==> src/rtl/xor_unit_arbiter_pkg.sv <==
// Shared constants and FSM encoding for the round-robin XOR unit arbiter.
package xor_unit_arbiter_pkg;

   localparam int unsigned NREQ_DEF = 4;
   localparam int unsigned IDW_DEF  = 2;
   localparam int unsigned CNTW_DEF = 16;
   localparam int unsigned DW       = 8;

   typedef enum logic {
      EMPTY = 1'b0,
      FULL  = 1'b1
   } state_t;

endpackage

==> src/rtl/xor_unit_arbiter_rr_arbiter.sv <==
// Round-robin grant: first valid requester at or after ptr, wrapping modulo NREQ.
module rr_arbiter
   import xor_unit_arbiter_pkg::*;
#(
   parameter int unsigned NREQ = NREQ_DEF,
   parameter int unsigned IDW  = IDW_DEF
) (
   input  logic [NREQ-1:0] req,
   input  logic [IDW-1:0]  ptr,
   output logic [NREQ-1:0] grant,
   output logic [IDW-1:0]  idx
);

   logic           found;
   logic [IDW-1:0] sel;

   always_comb begin
      grant = '0;
      idx   = '0;
      found = 1'b0;
      sel   = '0;
      for (int unsigned k = 0; k < NREQ; k++) begin
         sel = IDW'((32'(ptr) + k) % NREQ);
         if (!found && req[sel]) begin
            found      = 1'b1;
            grant[sel] = 1'b1;
            idx        = sel;
         end
      end
   end

endmodule

==> src/rtl/xor_unit_arbiter_xorer.sv <==
// Shared XOR datapath: purely combinational A ^ B.
module xorer
   import xor_unit_arbiter_pkg::*;
#(
   parameter int unsigned W = DW
) (
   input  logic [W-1:0] a,
   input  logic [W-1:0] b,
   output logic [W-1:0] y
);

   assign y = a ^ b;

endmodule

==> src/rtl/xor_unit_arbiter.sv <==
// Shares one XOR unit among NREQ requesters with round-robin arbitration and
// a single registered result stage tagged with the winning requester's ID.
module xor_unit_arbiter
   import xor_unit_arbiter_pkg::*;
#(
   parameter int unsigned NREQ = NREQ_DEF,
   parameter int unsigned IDW  = IDW_DEF,
   parameter int unsigned CNTW = CNTW_DEF
) (
   input  logic               clk,
   input  logic               rst_n,
   input  logic [NREQ-1:0]    req_valid,
   input  logic [DW*NREQ-1:0] req_a,
   input  logic [DW*NREQ-1:0] req_b,
   output logic [NREQ-1:0]    req_ready,
   output logic               rsp_valid,
   output logic [DW-1:0]      rsp_data,
   output logic [IDW-1:0]     rsp_id,
   input  logic               rsp_ready,
   output logic               busy,
   output logic [CNTW-1:0]    op_count
);

   state_t          state;
   logic [IDW-1:0]  ptr;
   logic [NREQ-1:0] grant;
   logic [IDW-1:0]  gnt_idx;
   logic            accept;
   logic            rsp_xfer;
   logic [DW-1:0]   a_sel;
   logic [DW-1:0]   b_sel;
   logic [DW-1:0]   xor_out;

   rr_arbiter #(
      .NREQ (NREQ),
      .IDW  (IDW)
   ) u_arb (
      .req   (req_valid),
      .ptr   (ptr),
      .grant (grant),
      .idx   (gnt_idx)
   );

   // One-hot AND-OR operand mux driven by the grant vector.
   always_comb begin
      a_sel = '0;
      b_sel = '0;
      for (int unsigned k = 0; k < NREQ; k++) begin
         if (grant[k]) begin
            a_sel = req_a[DW*k +: DW];
            b_sel = req_b[DW*k +: DW];
         end
      end
   end

   xorer #(
      .W (DW)
   ) u_xorer (
      .a (a_sel),
      .b (b_sel),
      .y (xor_out)
   );

   // Accept may coincide with a drain, sustaining one op per cycle.
   assign accept    = (|req_valid) && (!rsp_valid || rsp_ready);
   assign req_ready = grant & {NREQ{accept & rst_n}};
   assign rsp_valid = (state == FULL);
   assign busy      = rsp_valid;
   assign rsp_xfer  = rsp_valid && rsp_ready;

   // Result stage FSM, result register and rotation pointer.
   always_ff @(posedge clk or negedge rst_n) begin
      if (!rst_n) begin
         state    <= EMPTY;
         rsp_data <= '0;
         rsp_id   <= '0;
         ptr      <= '0;
      end else begin
         if (accept) begin
            rsp_data <= xor_out;
            rsp_id   <= gnt_idx;
            ptr      <= (gnt_idx == IDW'(NREQ - 1)) ? '0 : gnt_idx + IDW'(1);
         end
         case (state)
            EMPTY:   if (accept) state <= FULL;
            FULL:    if (rsp_ready && !accept) state <= EMPTY;
            default: state <= EMPTY;
         endcase
      end
   end

   // Saturating count of completed responses.
   always_ff @(posedge clk or negedge rst_n) begin
      if (!rst_n) begin
         op_count <= '0;
      end else if (rsp_xfer && (op_count != '1)) begin
         op_count <= op_count + CNTW'(1);
      end
   end

endmodule

==> config.mk <==
export PLATFORM = sky130hd
export DESIGN_NAME = xor_unit_arbiter
export DESIGN_NICKNAME = d
export VERILOG_FILES = /design/src/rtl/xor_unit_arbiter_pkg.sv /design/src/rtl/xor_unit_arbiter_rr_arbiter.sv /design/src/rtl/xor_unit_arbiter_xorer.sv /design/src/rtl/xor_unit_arbiter.sv
export SDC_FILE = /design/constraint.sdc
export NUM_CORES = 1
export LEC_CHECK = 0
export CAP_MARGIN = 30
export CORE_UTILIZATION = 43
export CTS_CLUSTER_SIZE = 10
export DETAILED_ROUTE_END_ITERATION = 7
export PLACE_DENSITY = 0.82
export SLEW_MARGIN = 15
export SYNTH_ARGS = -nofsm -noshare
export SYNTH_HDL_FRONTEND = slang
export SYNTH_HIERARCHICAL = 1
export SYNTH_SLANG_ARGS = --single-unit
export TNS_END_PERCENT = 30
==> constraint.sdc <==
create_clock -name clk -period 4.6 [get_ports clk]
set_clock_uncertainty 0.05 [all_clocks]
set_input_delay 0.46 -clock clk [delete_from_list [all_inputs] [get_ports clk]]
set_output_delay 0.46 -clock clk [all_outputs]
set_load 0.02 [all_outputs]
==> impl_metrics.yaml <==
detailed_routing:
  ant_nets: 0
  vias: 2375
  routed_wl_um: 6570
  viasPerCell: 5.43
  routedWlPerCell_um: 15.0
  drt-initial-drc-count: 83
  firstDrtPassIters: 4
  drc: 0
grt:
  antenna_found_initial: 0
  grt_first_pass_wirelength_um: 9950
  grt_overflow: 0
  grt_usage_pct: 22.9
  grt_pass1_vias: 2182
  grt_max_degree: 33
floorplan:
  design.core.area_sq_mm: 0.00514
  die_y_um: 75.5
  die_w_um: 75.5
  dieArea_sq_mm: 0.00569
  fp-row-count: 26
  io_pins: 103
  start_util_pct: 45.1
setup_path:
  critPathMaxFanout: 18
  crit_type: "reg2out"
  startpoint_type: "register"
  r2r-start: "ptr[1]"
  critical_path_depth: 9
  reg2regPathDepth: 14
  worst_r2r_endpoint: "rsp_data[2]"
  crit_buf_inv: 3
  worstPathArrival_ps: 3410
  required_ps: 4090
  crit_path_top_delay_cell: "dfrtp_1"
  crit_path_end_kind: "output pin"
  cp_cell_sequence: "inv_1, ha_1, mux4_2, or2_4, nor2b_4, a221o_2, buf_4, and3_1, clkdlybuf4s50_1"
  cpPeakStageDelay_ps: 600
  cpLargestDelayFamily: "buffers and inverters"
  rrSetupSlack_ps: 1010
pwr:
  p_per_area_mw_per_mm2: 629
  p_seq_share_pct: 20.0
  max-vdd-ir-drop_v: 0.000427
  switching_power_mw: 1.00
  swShare_pct: 46.1
  clock_power_share_pct: 8.7
  leakage_nw: 1.43
  p_int_mw: 1.17
  share_comb_of_total_power_pct: 71.2
sta:
  max-slew-margin-rel_pct: 44.9
  fin_crit_ps: 3920
  setup_viol: 0
  setup_tns_ps: 0
  rsz0062_at_grt: "false"
  slew_violations: 0
  holdWs_ps: 457
  period_share_pct: 85.2
  tightestPinTransition_ps: 827
  max_freq_ghz: 0.255
  hold_violations: 0
placement:
  port_buffers: 102
  hpwl_um: 4980
  finalWeightedCongestion: 0.906
  post_dp_cell_area_sq_mm: 0.00338
  placed_cells: 430
synth:
  ys_warn_count: 6
  synth_edf_count: 0
  synth-seq-cells: 29
  async_flop_share_pct: 100
  synthCells: 271
  synth_seq_area_share_pct: 31.3
  syn-num-nets: 349
  syn_area_sq_mm: 0.00232
  synth.avg_cell_area_sq_um: 8.56
  ys.flop_type: "dfrtp_1"
  ys_types: 48
clock_network:
  cts_buffer_depth: 2
  cts_made_buffers: 5
  clkSinkCount: 29
  cts_root_buffer: "clkbuf_8"
  htreeDepth: 2
  hold_buffers: 0
  cts_resized: 0
  cts_tree: "yes"
  post_cts_buffers: 0
  clkTransAtPathRegs_ps: 60
  clk_latency_ps: 280
hold_path:
  hold_path_class: "in2async"
status:
  status: "complete, no violations"
layout:
  finish.instance_area_sq_mm: 0.00346
  final_cells: 437
  diodes: 0
  area_delta_synth_final_pct: 49.2
  drive_above_1_share_pct: 10.9
  nets: 446
flow_run:
  maxCapViolCount: 0
registers in the layout, summed over array words and instances, names as in the netlist:
name and flops:
busy 1, op_count 16, ptr 2, rsp_data 8, rsp_id 2
power groups by stage:
stage                     registers [mW]  clock network [mW]  logic (mW)
after global routing               0.453               0.208        1.73
after global placement             0.437                   0        1.50
after CTS                          0.436               0.198        1.54
after detailed placement           0.437                   0        1.53
final                              0.436               0.190        1.55
after floorplan                    0.508                   0        1.02
how the worst max path moves through the flow:
stage                  from      endpoint
3_5_place_dp   req_valid[3]   rsp_data[2]
6_report             ptr[1]  req_ready[1]
4_1_cts              ptr[1]   rsp_data[2]
5_1_grt              ptr[1]  req_ready[1]
3_3_place_gp   req_valid[3]   rsp_data[2]
2_1_floorplan        ptr[0]   rsp_data[0]
logic make-up (layout without fill, tap and decap cells):
group,count (synthesis),count (layout),synth area share [%]
AOI/OAI and AO/OA,75,75,20.8
xor gates and xnor gates,21,21,7.93
adders and majority gates,7,7,3.78
buffers and inverters,25,121,5.02
DFF,29,29,31.3
muxes,18,18,10.2
and+or+nand+nor,96,96,20.9
stage by stage:
step | worst slack, ps | utilization [%] | total power [mW]
after floorplan | 1100 | - | 1.53
after global placement | 494 | 65.7 | 1.94
after detailed placement | 403 | 65.7 | 1.97
after CTS | 523 | 67.2 | 2.18
after global routing | 443 | 67.3 | 2.39
final | 679 | 67.3 | 2.18
placed cells by master (no fill, tap or decap), types with 2 or more instances in the layout:
cell type / Yosys / final
ha_1: 7 / 7
o21ai_0: 20 / 20
and3_1: 7 / 7
xnor2_1: 11 / 11
nand4_1: 5 / 5
a31oi_1: 4 / 4
buf_4: 1 / 7
nor3b_1: 2 / 2
and4_1: 2 / 2
a22oi_1: 15 / 15
mux4_2: 3 / 3
a221o_2: 4 / 4
mux2i_1: 2 / 2
o21ai_1: 5 / 5
nand2b_1: 2 / 2
a21oi_1: 19 / 19
and3b_1: 2 / 2
nor2_1: 25 / 25
clkbuf_8: 0 / 5
nand3_1: 7 / 7
xor2_1: 10 / 10
nand2_1: 34 / 34
inv_1: 6 / 6
mux2_2: 12 / 12
dfrtp_1: 29 / 29
clkdlybuf4s50_1: 0 / 102
cells in the mapped netlist (all sizes together) (2+ instances only):
library cell	instances	area share, %
nand2	34	5.5
dfrtp	29	31
nor2	25	4.0
o21ai	25	5.4
a21oi	20	4.5
a22oi	15	4.9
mux2	13	6.5
xnor2	11	4.2
clkbuf	10	1.8
xor2	10	3.8
buf	9	2.3
and3	7	1.9
ha	7	3.8
nand3	7	1.5
inv	6	0.97
a31oi	5	2.0
nand4	5	1.3
a221o	4	1.9
mux4	3	2.9
nor3b	3	1.5
and3b	2	0.76
and4	2	0.76
mux2i	2	0.86
nand2b	2	0.54
nor2b	2	0.86
nor4	2	0.81
or2	2	0.65
layout make-up:
type                            instances  area [sq um]
Inverter                                6          22.5
Clock buffer                            5          68.8
Tap cell                               70          87.6
Clock inverter                          1          5.00
Sequential cell                        29           726
Multi-Input combinational cell        217          1480
Fill cell                             457          1680
Timing Repair Buffer                  109          1070
metal layers:
layer  global-route usage, %  share of wire [%]  vias to the layer above
li1                        -                  -                     1165
met1                    27.7                 41                     1097
met2                    39.7                 47                       98
met3                    6.22                 10                       15
met4                    7.61                1.5                        0
met5                       0                  0                        -
No activity file was read; power rests on OpenSTA's default activity.
